[config.mk]
export PLATFORM = sky130hd
export DESIGN_NAME = imem_load_ctrl
export DESIGN_NICKNAME = d
export VERILOG_FILES = /design/src/rtl/imem_load_ctrl.sv
export SDC_FILE = /design/constraint.sdc
export NUM_CORES = 1
export LEC_CHECK = 0
export BUFFER_PORTS_ARGS = -buffer_cell sky130_fd_sc_hd__buf_2
export CAP_MARGIN = 0
export CORE_MARGIN = 2
export CORE_UTILIZATION = 41
export DETAILED_ROUTE_END_ITERATION = 8
export PLACE_DENSITY_LB_ADDON = 0.25
export REMOVE_ABC_BUFFERS = 1
export SLEW_MARGIN = 10
export SYNTH_ARGS = -nofsm -noshare
export SYNTH_HDL_FRONTEND = slang
export SYNTH_SLANG_ARGS = --single-unit
[constraint.sdc]
create_clock -name clk -period 2.5 [get_ports clk]
set_clock_uncertainty 0.15 [all_clocks]
set_input_delay 0.25 -clock clk [delete_from_list [all_inputs] [get_ports clk]]
set_output_delay 0.25 -clock clk [all_outputs]
set_load 0.01 [all_outputs]
[src/rtl/imem_load_ctrl.sv]
// imem_load_ctrl: boot loader / fetch controller owning the 64-word instruction memory ports.
//   Loader side : load_start_i, load_count_i, load_valid_i, load_data_i -> load_ready_o
//   Core side   : core_fetch_req_i, core_fetch_addr_i -> core_instr_o, core_instr_valid_o, core_stall_o
//   Memory side : mem_we_o, mem_waddr_o, mem_wdata_o, mem_raddr_o -> mem_rdata_i (combinational read)
//   Status      : load_done_o (program resident, core running), fetch_err_o (sticky misaligned fetch)
//   Option      : define IMEM_AUTOBOOT_EN to leave reset straight into RUN on the preloaded image.
module imem_load_ctrl #(
  parameter int          DEPTH     = 64,
  parameter int          AW        = 6,
  parameter logic [31:0] NOP_INSTR = 32'h0000_0013
) (
  input  logic          clk,
  input  logic          rst,
  input  logic          load_start_i,
  input  logic [6:0]    load_count_i,
  input  logic          load_valid_i,
  input  logic [31:0]   load_data_i,
  output logic          load_ready_o,
  input  logic          core_fetch_req_i,
  input  logic [31:0]   core_fetch_addr_i,
  output logic [31:0]   core_instr_o,
  output logic          core_instr_valid_o,
  output logic          core_stall_o,
  output logic          mem_we_o,
  output logic [AW-1:0] mem_waddr_o,
  output logic [31:0]   mem_wdata_o,
  output logic [AW-1:0] mem_raddr_o,
  input  logic [31:0]   mem_rdata_i,
  output logic          load_done_o,
  output logic          fetch_err_o
);
  typedef enum logic [1:0] {IDLE, LOAD, RUN} state_e;
`ifdef IMEM_AUTOBOOT_EN
  localparam state_e RST_STATE = RUN;
`else
  localparam state_e RST_STATE = IDLE;
`endif
  state_e        state_q, state_d;
  logic [AW:0]   cnt_q, cnt_d, tgt_q, tgt_d, clamp;
  logic          we_q, we_d, valid_q, valid_d, err_q, err_d, misaligned;
  logic [AW-1:0] waddr_q, waddr_d;
  logic [31:0]   wdata_q, wdata_d, instr_q, instr_d;
  logic          unused_addr;
  assign unused_addr        = ^core_fetch_addr_i[31:AW+2];
  assign clamp              = (32'(load_count_i) > DEPTH) ? (AW+1)'(DEPTH) : (AW+1)'(load_count_i);
  assign misaligned         = core_fetch_addr_i[1:0] != 2'b00;
  assign mem_raddr_o        = core_fetch_addr_i[AW+1:2];
  assign load_ready_o       = state_q == LOAD;
  assign core_stall_o       = state_q != RUN;
  assign load_done_o        = state_q == RUN;
  assign mem_we_o           = we_q;
  assign mem_waddr_o        = waddr_q;
  assign mem_wdata_o        = wdata_q;
  assign core_instr_o       = instr_q;
  assign core_instr_valid_o = valid_q;
  assign fetch_err_o        = err_q;
  always_comb begin
    state_d = state_q;
    cnt_d   = cnt_q;
    tgt_d   = tgt_q;
    we_d    = 1'b0;
    waddr_d = waddr_q;
    wdata_d = wdata_q;
    instr_d = instr_q;
    valid_d = 1'b0;
    err_d   = err_q;
    unique case (state_q)
      IDLE: if (load_start_i) begin
        tgt_d   = clamp;
        cnt_d   = '0;
        state_d = (clamp == '0) ? RUN : LOAD;
      end
      LOAD: if (load_valid_i) begin
        we_d    = 1'b1;
        waddr_d = cnt_q[AW-1:0];
        wdata_d = load_data_i;
        cnt_d   = cnt_q + 1'b1;
        if (cnt_q == tgt_q - 1'b1) begin
          state_d = RUN;
          cnt_d   = '0;
        end
      end
      RUN: if (load_start_i) begin
        // a fetch issued alongside load_start is dropped
        tgt_d   = clamp;
        cnt_d   = '0;
        state_d = (clamp == '0) ? RUN : LOAD;
      end else if (core_fetch_req_i) begin
        valid_d = 1'b1;
        instr_d = misaligned ? NOP_INSTR : mem_rdata_i;
        err_d   = err_q | misaligned;
      end
      default: state_d = RST_STATE;
    endcase
  end
  always_ff @(posedge clk or posedge rst) begin
    if (rst) begin
      state_q <= RST_STATE;
      cnt_q   <= '0;
      tgt_q   <= '0;
      we_q    <= 1'b0;
      waddr_q <= '0;
      wdata_q <= '0;
      instr_q <= '0;
      valid_q <= 1'b0;
      err_q   <= 1'b0;
    end else begin
      state_q <= state_d;
      cnt_q   <= cnt_d;
      tgt_q   <= tgt_d;
      we_q    <= we_d;
      waddr_q <= waddr_d;
      wdata_q <= wdata_d;
      instr_q <= instr_d;
      valid_q <= valid_d;
      err_q   <= err_d;
    end
  end
endmodule

==> impl_metrics.env <==
export IMPL_drtPass1Iterations=4
export IMPL_cp_endpoint="cnt_q[2]"
export IMPL_hold_class="in -> reg"
export IMPL_leakagePower_nw=2.96
export IMPL_cp_startpoint="tgt_q[1]"
export IMPL_yosys_top_cells_area="dfrtp_1 (58%), nand2_1 (18%), o21ai_1 (5.6%)"
export IMPL_reg2reg_setup_slack_ns=0.07
export IMPL_power_density_nw_per_um2=785
export IMPL_io_buffers=153
export IMPL_path_class="reg -> reg"
export IMPL_cts_tree="built"
export IMPL_arrival_ns=2.50
export IMPL_crit_chain="inv_2, ha_4, or3b_1, a211o_1, a211oi_2, o311a_1, buf_6, nor4b_1, a211o_1"
export IMPL_fin_ws_ns=0.0740
export IMPL_io_pins=190
export IMPL_ys_types=41
export IMPL_reg2reg_depth=9
export IMPL_start_util_pct=41.9
export IMPL_cts_buffers=9
export IMPL_cts_sinks=89
export IMPL_dp_hpwl_mm=6.10
export IMPL_relSlewSlack_pct=47.8
export IMPL_maxCapViolCount=0
export IMPL_avgViaCountPerCell=4.70
export IMPL_dpl_worst_slack_ns=-0.00451
export IMPL_die_area_um2=10200
export IMPL_track_usage_pct=19.1
export IMPL_crit_top_cell="a211o_1"
export IMPL_worst_pin_slew_ns=0.782
export IMPL_grt_pass1_vias=3503
export IMPL_tns_ns=0
export IMPL_drive_above_1_share_pct=30.0
export IMPL_rows=35
export IMPL_cts_max_level=3
export IMPL_critPathMaxFanout=8
export IMPL_worstReg2RegEnd="cnt_q[2]"
export IMPL_drcViolationCount=0
export IMPL_ys_flop_type="dfrtp_1"
export IMPL_slew_violations=0
export IMPL_die_w_um=101
export IMPL_nets=755
export IMPL_period_needed_ns=2.43
export IMPL_antenna_cells=0
export IMPL_path_clk_slew_ns=0.09
export IMPL_fmax_mhz=412
export IMPL_yosys_area_top_type="dfrtp_1"
export IMPL_fin_hold_ws_ns=0.0251
export IMPL_drtAntennaViolNets=0
export IMPL_post_drt_wl_per_cell_um=13.0
export IMPL_crit_required_ns=2.58
export IMPL_synth_edff_count=0
export IMPL_layout_common_cells="nand2_1 (188), buf_2 (153), dfrtp_1 (89)"
export IMPL_cp_start_kind="flop"
export IMPL_setup_viol=0
export IMPL_seq_area_frac_synth_pct=57.7
export IMPL_num_vias=3578
export IMPL_coreArea_um2=9200
export IMPL_syn_area_um2=3860
export IMPL_async_flop_share_pct=100
export IMPL_final_common_cell="nand2_1"
export IMPL_gp_congestion=0.850
export IMPL_status="finished, final reports clean"
export IMPL_grt_max_degree=67
export IMPL_crit_slowest_cell="dfrtp_1"
export IMPL_clockBufferDepth=2
export IMPL_yosysWarnings=0
export IMPL_cts_root_buffer="clkbuf_8"
export IMPL_syn_mean_instance_area_um2=8.93
export IMPL_syn_inst=432
export IMPL_fin_crit_sh_pct=97.0
export IMPL_antenna_found_initial=0
export IMPL_wirelength_mm=9.90
export IMPL_reg2reg_from="tgt_q[1]"
export IMPL_areaGrowthSynthToFinish_pct=45.3
export IMPL_grt_overflow=0
export IMPL_cpPeakStageDelay_ns=0.42
export IMPL_grt_setup_unrepaired="no"
export IMPL_worstSkewPairLatency_ns=0.34
export IMPL_die_y_um=101
export IMPL_ys_ff_latch=89
export IMPL_peakVddDrop_v=0.000280
export IMPL_hold_viol=0
export IMPL_drt_iter0_drc=106
export IMPL_grt_pass1_wl_mm=15.7
export IMPL_end_kind="flop"
export IMPL_synth_top_area_share_pct=57.7
what timing repair did:
action	CTS	global route
endpoints found under the hold margin	107	0
hold buffers	68	0
setup endpoints to repair	3	9
pin swaps	1	4
setup buffers	1	1
gates resized for setup	0	8
cell families after synthesis:
family,after synthesis,synth area share (%)
mux,2,0.551
buf+inv,42,5.03
fa+ha+maj,2,0.649
flops,89,57.7
xor+xnor,11,2.85
simple gates,230,24.9
compound gates,56,8.24
worst min path at each step:
stage                          from          endpoint  slack [ns]  cells after the start
CTS                 load_count_i[3]          tgt_q[3]       0.002                      3
floorplan            load_data_i[0]    mem_wdata_o[0]        0.21                      2
global placement                rst    mem_wdata_o[1]        0.26                      2
global route        load_count_i[4]          tgt_q[4]        0.02                      3
finish              load_count_i[3]          tgt_q[3]        0.03                      3
detailed placement              rst  core_instr_o[29]        0.27                      2
synth_stat cells, types with 2 or more instances:
master	instances
nor4b_1	2
xnor2_1	7
nand2b_1	9
a211o_1	4
inv_1	6
nand3_1	6
inv_2	3
nand2_1	188
buf_4	6
xor2_1	3
buf_1	2
or4_1	2
nand3b_1	2
ha_1	2
dfrtp_1	89
nor2_1	5
buf_2	5
nor3_1	5
nor4_1	3
o21ai_1	43
a21oi_1	2
clkbuf_1	19
final cells by class:
class	instances	area [µm²]
clock buffer	10	128
multi-input combinational	301	1460
inverter	9	35.0
tap	111	139
fill	785	3590
timing repair buffer	235	1570
clock inverter	6	45.0
sequential	89	2230
registers in the layout, summed over array words and instances, names as in the netlist:
register / count
tgt_q: 7
state_q: 2
cnt_q: 7
core_instr_valid_o: 1
core_instr_o: 32
fetch_err_o: 1
mem_wdata_o: 32
mem_we_o: 1
mem_waddr_o: 6
power by group:
part	switching (mW)	total, mW	internal [mW]
logic	0.807	1.52	0.713
registers	0.249	2.00	1.75
clock network	0.517	0.880	0.363
metal layers:
layer / wire (µm) / global-route usage, % / share of wire (%)
met4: 144 / 7.59 / 1.5
met2: 4560 / 31.2 / 46
met3: 776 / 5.27 / 7.8
met5: 0 / 0 / 0
met1: 4420 / 24.2 / 45
critical path: cells and delay by family, from the launching register on:
| kind | cells | cell delay (ns) |
|---|---|---|
| DFF | 1 | 0.42 |
| adders and majority gates | 1 | 0.13 |
| AOI/OAI and AO/OA | 4 | 0.99 |
| and+or+nand+nor | 2 | 0.40 |
| buffers and inverters | 2 | 0.23 |
through the flow:
stage	instances	utilization (%)	area, µm²	total power [mW]
floorplan	399	-	3700	2.83
global placement	675	51.2	4710	3.34
detailed placement	675	51.2	4710	3.39
CTS	760	60.6	5570	4.37
global route	761	60.9	5600	4.70
finish	761	60.9	5600	4.40
No activity file was read; power rests on OpenSTA's default activity.
